$ cat src/rtl/regfile_port_arbiter_if.sv
// Debug/UART requester handshake into the register-file port arbiter.
// The requester drives the request fields; the arbiter returns ack, read data and busy.
interface regfile_port_arbiter_if;
    logic        dbg_req;
    logic        dbg_we;
    logic [4:0]  dbg_addr;
    logic [31:0] dbg_wdata;
    logic        dbg_ack;
    logic [31:0] dbg_rdata;
    logic        dbg_busy;

    modport master (
        output dbg_req, dbg_we, dbg_addr, dbg_wdata,
        input  dbg_ack, dbg_rdata, dbg_busy
    );

    modport slave (
        input  dbg_req, dbg_we, dbg_addr, dbg_wdata,
        output dbg_ack, dbg_rdata, dbg_busy
    );
endinterface

$ cat src/rtl/regfile_port_arbiter.sv
// Shares the regfile write port and rs1 read port between the pipeline and a debug requester.
// Writeback always wins; a debug write steals an idle slot or, after STARVE_LIMIT cycles, stalls the pipe.
module regfile_port_arbiter #(
    parameter int unsigned STARVE_LIMIT = 8
) (
    input  logic        clk,
    input  logic        Rst,
    input  logic        wb_regwrite,
    input  logic [4:0]  wb_rd,
    input  logic [31:0] wb_data,
    input  logic [4:0]  id_rs1_adr,
    input  logic [31:0] rf_rs1_data,
    regfile_port_arbiter_if.slave dbg,
    output logic        rf_wen,
    output logic [4:0]  rf_wadr,
    output logic [31:0] rf_wdata,
    output logic [4:0]  rf_rs1_adr,
    output logic        pipe_stall
);

    localparam int unsigned CW = (STARVE_LIMIT < 1) ? 1 : $clog2(STARVE_LIMIT + 1);
    localparam logic [CW-1:0] CNT_LAST = CW'(STARVE_LIMIT - 1);

    typedef enum logic [1:0] {
        IDLE  = 2'd0,
        WAIT  = 2'd1,
        STALL = 2'd2,
        RESP  = 2'd3
    } state_t;

    state_t      state_q, state_d;
    logic [CW-1:0] cnt_q, cnt_d;
    logic        we_q, we_d;
    logic [4:0]  addr_q, addr_d;
    logic [31:0] wdata_q, wdata_d;
    logic [31:0] rdata_q, rdata_d;

    logic        slot_free;
    logic        dbg_wr;
    logic        rs1_steal;

    assign slot_free = !wb_regwrite || (wb_rd == 5'd0);

    always_comb begin
        state_d   = state_q;
        cnt_d     = cnt_q;
        we_d      = we_q;
        addr_d    = addr_q;
        wdata_d   = wdata_q;
        rdata_d   = rdata_q;
        dbg_wr    = 1'b0;
        rs1_steal = 1'b0;

        case (state_q)
            IDLE: begin
                if (dbg.dbg_req) begin
                    we_d    = dbg.dbg_we;
                    addr_d  = dbg.dbg_addr;
                    wdata_d = dbg.dbg_wdata;
                    cnt_d   = '0;
                    state_d = dbg.dbg_we ? WAIT : STALL;
                end
            end
            WAIT: begin
                if (slot_free) begin
                    dbg_wr  = 1'b1;
                    state_d = RESP;
                end else if (cnt_q == CNT_LAST) begin
                    state_d = STALL;
                end else begin
                    cnt_d = cnt_q + CW'(1);
                end
            end
            STALL: begin
                rs1_steal = !we_q;
                // Pipeline is frozen but in-flight writeback must drain before we take the port.
                if (slot_free) begin
                    if (we_q) begin
                        dbg_wr = 1'b1;
                    end else begin
                        rdata_d = (addr_q == 5'd0) ? 32'd0 : rf_rs1_data;
                    end
                    state_d = RESP;
                end
            end
            RESP: begin
                state_d = IDLE;
            end
            default: begin
                state_d = IDLE;
            end
        endcase
    end

    always_ff @(posedge clk) begin
        if (Rst) begin
            state_q <= IDLE;
            cnt_q   <= '0;
            we_q    <= 1'b0;
            addr_q  <= 5'd0;
            wdata_q <= 32'd0;
            rdata_q <= 32'd0;
        end else begin
            state_q <= state_d;
            cnt_q   <= cnt_d;
            we_q    <= we_d;
            addr_q  <= addr_d;
            wdata_q <= wdata_d;
            rdata_q <= rdata_d;
        end
    end

    // Debug access is suppressed while Rst is high so an abandoned request never reaches the regfile.
    always_comb begin
        if (dbg_wr && !Rst) begin
            rf_wen   = (addr_q != 5'd0);
            rf_wadr  = addr_q;
            rf_wdata = wdata_q;
        end else begin
            rf_wen   = wb_regwrite && (wb_rd != 5'd0);
            rf_wadr  = wb_rd;
            rf_wdata = wb_data;
        end
    end

    assign rf_rs1_adr    = (rs1_steal && !Rst) ? addr_q : id_rs1_adr;
    assign pipe_stall    = (state_q == STALL);
    assign dbg.dbg_ack   = (state_q == RESP);
    assign dbg.dbg_busy  = (state_q != IDLE);
    assign dbg.dbg_rdata = rdata_q;

endmodule

$ cat src/flat_wrapper.sv
// flat-port wrapper written by rule: the top's interface ports become plain ports
module regfile_port_arbiter_flat 
#(
    parameter int unsigned STARVE_LIMIT = 8
)
  (clk, Rst, wb_regwrite, wb_rd, wb_data, id_rs1_adr, rf_rs1_data, rf_wen, rf_wadr, rf_wdata, rf_rs1_adr, pipe_stall, dbg_dbg_req, dbg_dbg_we, dbg_dbg_addr, dbg_dbg_wdata, dbg_dbg_ack, dbg_dbg_rdata, dbg_dbg_busy);
  regfile_port_arbiter_if dbg_i ();
  input  logic clk;
  input  logic Rst;
  input  logic wb_regwrite;
  input  logic [4:0] wb_rd;
  input  logic [31:0] wb_data;
  input  logic [4:0] id_rs1_adr;
  input  logic [31:0] rf_rs1_data;
  output logic rf_wen;
  output logic [4:0] rf_wadr;
  output logic [31:0] rf_wdata;
  output logic [4:0] rf_rs1_adr;
  output logic pipe_stall;
  input wire logic [$bits(dbg_i.dbg_req)-1:0] dbg_dbg_req;
  input wire logic [$bits(dbg_i.dbg_we)-1:0] dbg_dbg_we;
  input wire logic [$bits(dbg_i.dbg_addr)-1:0] dbg_dbg_addr;
  input wire logic [$bits(dbg_i.dbg_wdata)-1:0] dbg_dbg_wdata;
  output wire logic [$bits(dbg_i.dbg_ack)-1:0] dbg_dbg_ack;
  output wire logic [$bits(dbg_i.dbg_rdata)-1:0] dbg_dbg_rdata;
  output wire logic [$bits(dbg_i.dbg_busy)-1:0] dbg_dbg_busy;
  assign dbg_i.dbg_req = dbg_dbg_req;
  assign dbg_i.dbg_we = dbg_dbg_we;
  assign dbg_i.dbg_addr = dbg_dbg_addr;
  assign dbg_i.dbg_wdata = dbg_dbg_wdata;
  assign dbg_dbg_ack = dbg_i.dbg_ack;
  assign dbg_dbg_rdata = dbg_i.dbg_rdata;
  assign dbg_dbg_busy = dbg_i.dbg_busy;
  regfile_port_arbiter #(.STARVE_LIMIT(STARVE_LIMIT)) u_core (.clk(clk), .Rst(Rst), .wb_regwrite(wb_regwrite), .wb_rd(wb_rd), .wb_data(wb_data), .id_rs1_adr(id_rs1_adr), .rf_rs1_data(rf_rs1_data), .dbg(dbg_i), .rf_wen(rf_wen), .rf_wadr(rf_wadr), .rf_wdata(rf_wdata), .rf_rs1_adr(rf_rs1_adr), .pipe_stall(pipe_stall));
endmodule
$ cat config.mk
export PLATFORM = sky130hd
export DESIGN_NAME = regfile_port_arbiter_flat
export DESIGN_NICKNAME = d
export VERILOG_FILES = /design/src/rtl/regfile_port_arbiter_if.sv /design/src/rtl/regfile_port_arbiter.sv /design/src/flat_wrapper.sv
export SDC_FILE = /design/constraint.sdc
export NUM_CORES = 1
export LEC_CHECK = 0
export ABC_AREA = 1
export CAP_MARGIN = 30
export CORE_MARGIN = 1
export CORE_UTILIZATION = 36
export CTS_CLUSTER_DIAMETER = 150
export DETAILED_ROUTE_END_ITERATION = 8
export PLACE_DENSITY = 0.77
export SETUP_SLACK_MARGIN = 0.5
export SLEW_MARGIN = 20
export SYNTH_ARGS = -nofsm -noshare
export SYNTH_HDL_FRONTEND = slang
export SYNTH_SLANG_ARGS = --single-unit
$ cat constraint.sdc
create_clock -name clk -period 2.15 [get_ports clk]
set_clock_uncertainty 0.15 [all_clocks]
set_input_delay 0.645 -clock clk [delete_from_list [all_inputs] [get_ports clk]]
set_output_delay 0.645 -clock clk [all_outputs]
set_load 0.02 [all_outputs]
==> impl_metrics.py <==
metrics = {
    "route": {
        "finalWirelength_mm": 13.9,
        "detail_route.first_pass.iterations": 5,
        "detailroute.via_count": 4174,
        "wl_per_cell_um": 16.6,
        "drcViolationCount": 0,
        "routed_via_density": 4.98,
        "detail_route.iter0.violations": 149,
        "antenna_left": 0,
    },
    "cts": {
        "clk-insertion-delay-late_ps": 340,
        "htree_num_levels": 3,
        "holdBufCountCts": 0,
        "number_of_cts_inserted_buffers": 9,
        "number_of_sinks_driven_by_the_clock_tree": 76,
        "cts.clk_slew.worst_paths_ps": 70,
        "root_buffer_selected_by_cts": "sky130_fd_sc_hd__clkbuf_8",
        "cts-root-to-sink-buffers": 2,
        "tritoncts_clock_tree": "yes",
    },
    "timing": {
        "report.final.hold_viol_count": 0,
        "timing.final.crit_share_pct": 136,
        "fin_hold_ws_ps": 337,
        "period_minus_slack_ps": 2930,
        "final_max_slew_viol_count": 0,
        "post-route-worst-setup-slack_ps": -781,
        "max_slew.worst_pin.slew_ps": 561,
        "timing.slew.headroom_pct": 62.6,
        "grt_setup_unrepaired": "true",
        "max_freq_ghz": 0.341,
        "setup_viol": 78,
    },
    "logic_synthesis": {
        "net_count_synth": 564,
        "seq_area_frac_synth_pct": 40.5,
        "yosys_register_bits": 76,
        "synth_top_cell_by_area": "sky130_fd_sc_hd__dfxtp_1",
        "synth_cells": 443,
        "netlist_area_sq_mm": 0.00375,
        "distinct_cell_type_count_of_the_synthesized_netlist": 28,
        "yosysWarnings": 0,
        "fraction_of_synthesized_cell_area_taken_by_the_top_area_cell_type_pct": 40.5,
        "synth.top_cells.by_area": "sky130_fd_sc_hd__dfxtp_1 41%, sky130_fd_sc_hd__mux2_4 12%, sky130_fd_sc_hd__nor2_1 11%",
        "post_synth.cell_area_avg_sq_um": 8.47,
    },
    "floorplanning": {
        "ioPinCount": 194,
        "floorplan.die.height_um": 104,
        "floorplan.die.width_um": 104,
        "std_cell_rows": 36,
        "core_area_sq_mm": 0.00995,
        "initial_utilization_pct": 37.7,
        "die_area_sq_mm": 0.0108,
    },
    "global_routing": {
        "grt_antenna_before_repair": 1,
        "overflow_left_after_global_routing": 0,
        "grt_max_degree": 44,
        "grt_pass1_wl_mm": 20.8,
        "grt.total_usage_pct": 23.9,
        "vias_in_the_first_global_route": 4135,
    },
    "final_layout": {
        "fillerInstances": 670,
        "syn_to_final_growth_pct": 95.7,
        "final_cell_count_no_fill": 838,
        "layout-drive-gt1-share_pct": 47.9,
        "finish.net_count": 821,
        "final_design_area_no_fill_sq_mm": 0.00734,
    },
    "min_path": {
        "hold_path_depth": 2,
        "worst_hold_path.endpoint": "u_core.wdata_q[30]",
        "timing.hold.worst.start": "u_core.wdata_q[30]",
        "hold_class": "reg -> reg",
    },
    "pwr": {
        "power.ir.vdd_worst_mv": 0.487,
        "static-leakage-power_nw": 3.19,
        "pwr_density_cell_mw_per_mm2": 962,
    },
    "critical_path": {
        "buffering_stage_count_on_the_worst_path_with_inverters_included": 4,
        "timing.critical_path.cells": "inv_4 -> ha_4 -> nand2_4 -> a21oi_4 -> nand2_8 -> buf_12 -> buf_16 -> mux2_4 -> buf_6",
        "r2r-start": "u_core.state_q[0]",
        "timing.reg2reg.worst_path_depth": 13,
        "worst_reg2reg_path_endpoint": "u_core.dbg.dbg_rdata[24]",
        "critPathKind": "reg -> out",
        "worst_ep_required_time_ps": 1350,
        "worstPathArrival_ps": 2140,
        "timing.critical_path.slowest_cell_delay_ps": 370,
        "crit_path_max_fanout": 6,
        "critical_path_launch_point_type": "register",
        "worst-r2r-setup-slack_ps": 70,
        "crit_slowest_cell": "sky130_fd_sc_hd__dfxtp_2",
        "worst_path_dominant_cell_family": "buffers and inverters",
        "timing.critical_path.to_type": "output port",
    },
    "placed_design": {
        "detailedPlacementHpwl_mm": 8.08,
        "gp_routability_congestion": 0.791,
        "dpl-instance-area_sq_mm": 0.00607,
        "portBuffers": 193,
        "placed_cells": 770,
    },
    "status": {
        "failing_checks": "negative setup slack",
        "run_status": "complete, but fails checks",
    },
    "flow_run": {
        "timing.max_cap.violations": 0,
    },
}
## synth_stat cells
master and count:
sky130_fd_sc_hd__buf_4 8, sky130_fd_sc_hd__a31o_2 1, sky130_fd_sc_hd__nand2_1 63, sky130_fd_sc_hd__ha_1 5, sky130_fd_sc_hd__a21oi_4 1, sky130_fd_sc_hd__a211oi_1 4
sky130_fd_sc_hd__nor3b_1 1, sky130_fd_sc_hd__nand2_4 1, sky130_fd_sc_hd__nand4_1 1, sky130_fd_sc_hd__a211oi_2 28, sky130_fd_sc_hd__a21boi_1 1, sky130_fd_sc_hd__nand2_2 2
sky130_fd_sc_hd__buf_6 4, sky130_fd_sc_hd__mux2_2 2, sky130_fd_sc_hd__buf_1 3, sky130_fd_sc_hd__dfxtp_1 76, sky130_fd_sc_hd__o21ai_0 49, sky130_fd_sc_hd__clkbuf_1 15
sky130_fd_sc_hd__inv_2 2, sky130_fd_sc_hd__or2_2 2, sky130_fd_sc_hd__mux2_4 30, sky130_fd_sc_hd__a21oi_1 10, sky130_fd_sc_hd__nor2_1 113, sky130_fd_sc_hd__nor3_1 1
sky130_fd_sc_hd__nand3_1 7, sky130_fd_sc_hd__clkinv_4 1, sky130_fd_sc_hd__inv_1 11, sky130_fd_sc_hd__o211ai_1 1
## power by group
group | switching [mW] | internal [mW]
sequential | 0.225 | 1.79
clock | 0.503 | 0.409
combinational | 2.11 | 2.03
total | 2.84 | 4.23
## area by class of cell
class | instances | area (sq um) | share of cell area, %
multi-input cells | 323 | 2380 | 32.4
inverters | 14 | 77.6 | 1.06
clock inverters | 3 | 15.0 | 0.204
flip-flops and latches | 76 | 1550 | 21.2
diodes | 1 | 2.50 | 0.0341
well taps | 133 | 166 | 2.27
repair buffers | 276 | 3010 | 41.0
clock buffers | 12 | 135 | 1.84
## per-layer routing
metal  wire length [um]  track usage [%]  share of wire (%)
met5                  0                0                  0
met4                529             10.8                3.8
met3               1170             7.58                8.4
met2               6960             41.7                 50
met1               5250             26.5                 38
## through the flow
stage | setup TNS [ps] | total power, mW | setup slack, ps | util, %
after CTS | -38990 | 6.62 | -731 | 70.5
after floorplan | -7430 | 3.83 | -217 | -
final | -44940 | 7.07 | -781 | 73.8
after global placement | -53870 | 4.94 | -1180 | 60.9
after detailed placement | -55790 | 5.04 | -1200 | 60.9
after global routing | -48700 | 7.50 | -819 | 73.8
## worst max-delay path by stage
| stage | from | endpoint | slack, ps | depth (start not counted) |
|---|---|---|---|---|
| 3_5_place_dp | wb_rd[3] | rf_wdata[0] | -1200 | 8 |
| 6_report | u_core.state_q[0] | rf_wdata[16] | -780 | 9 |
| 5_1_grt | u_core.state_q[0] | rf_wdata[16] | -820 | 9 |
| 2_1_floorplan | Rst | rf_wdata[10] | -220 | 7 |
| 4_1_cts | u_core.state_q[0] | rf_wdata[18] | -730 | 10 |
| 3_3_place_gp | wb_rd[3] | rf_wdata[0] | -1180 | 8 |
## sequential cells by signal, summed over array words and instances, names as in the netlist
name                  cells
u_core.cnt_q              4
u_core.addr_q             5
u_core.wdata_q           32
u_core.we_q               1
u_core.dbg.dbg_rdata     32
u_core.state_q            2
## logic make-up (layout without fill, tap and decap cells)
family	Yosys count	count (layout)	synth area share (%)
other cells	0	1	0
compound gates	95	95	19.1
fa+ha+maj	5	5	1.67
simple gates	191	191	20.0
buf+inv	44	305	6.13
mux	32	32	12.6
flops	76	76	40.5
## worst min-delay path: stages (launching register included)
cell,delay (ps)
sky130_fd_sc_hd__dfxtp_1,330
sky130_fd_sc_hd__nor2_1,40
sky130_fd_sc_hd__nor2_1,80
## cells in the final DEF (no fill, tap or decap), types with 13 or more instances in the layout
cell and count:
sky130_fd_sc_hd__o21ai_1 14, sky130_fd_sc_hd__o21ai_0 25, sky130_fd_sc_hd__a211oi_2 32, sky130_fd_sc_hd__buf_4 55, sky130_fd_sc_hd__nand2_2 13, sky130_fd_sc_hd__clkdlybuf4s50_1 108, sky130_fd_sc_hd__dfxtp_1 52, sky130_fd_sc_hd__nor2_1 101
sky130_fd_sc_hd__nand2_1 41, sky130_fd_sc_hd__buf_6 85, sky130_fd_sc_hd__mux2_4 30, sky130_fd_sc_hd__dfxtp_2 23
## timing repair
item / 4_1_cts / 5_1_grt
resized for setup: 545 / 102
pin swaps: 23 / 17
endpoints found under the setup margin: 116 / 125
cloned: 10 / 0
setup buffers: 32 / 10
Note: power is estimated with default switching activity, not from simulation.
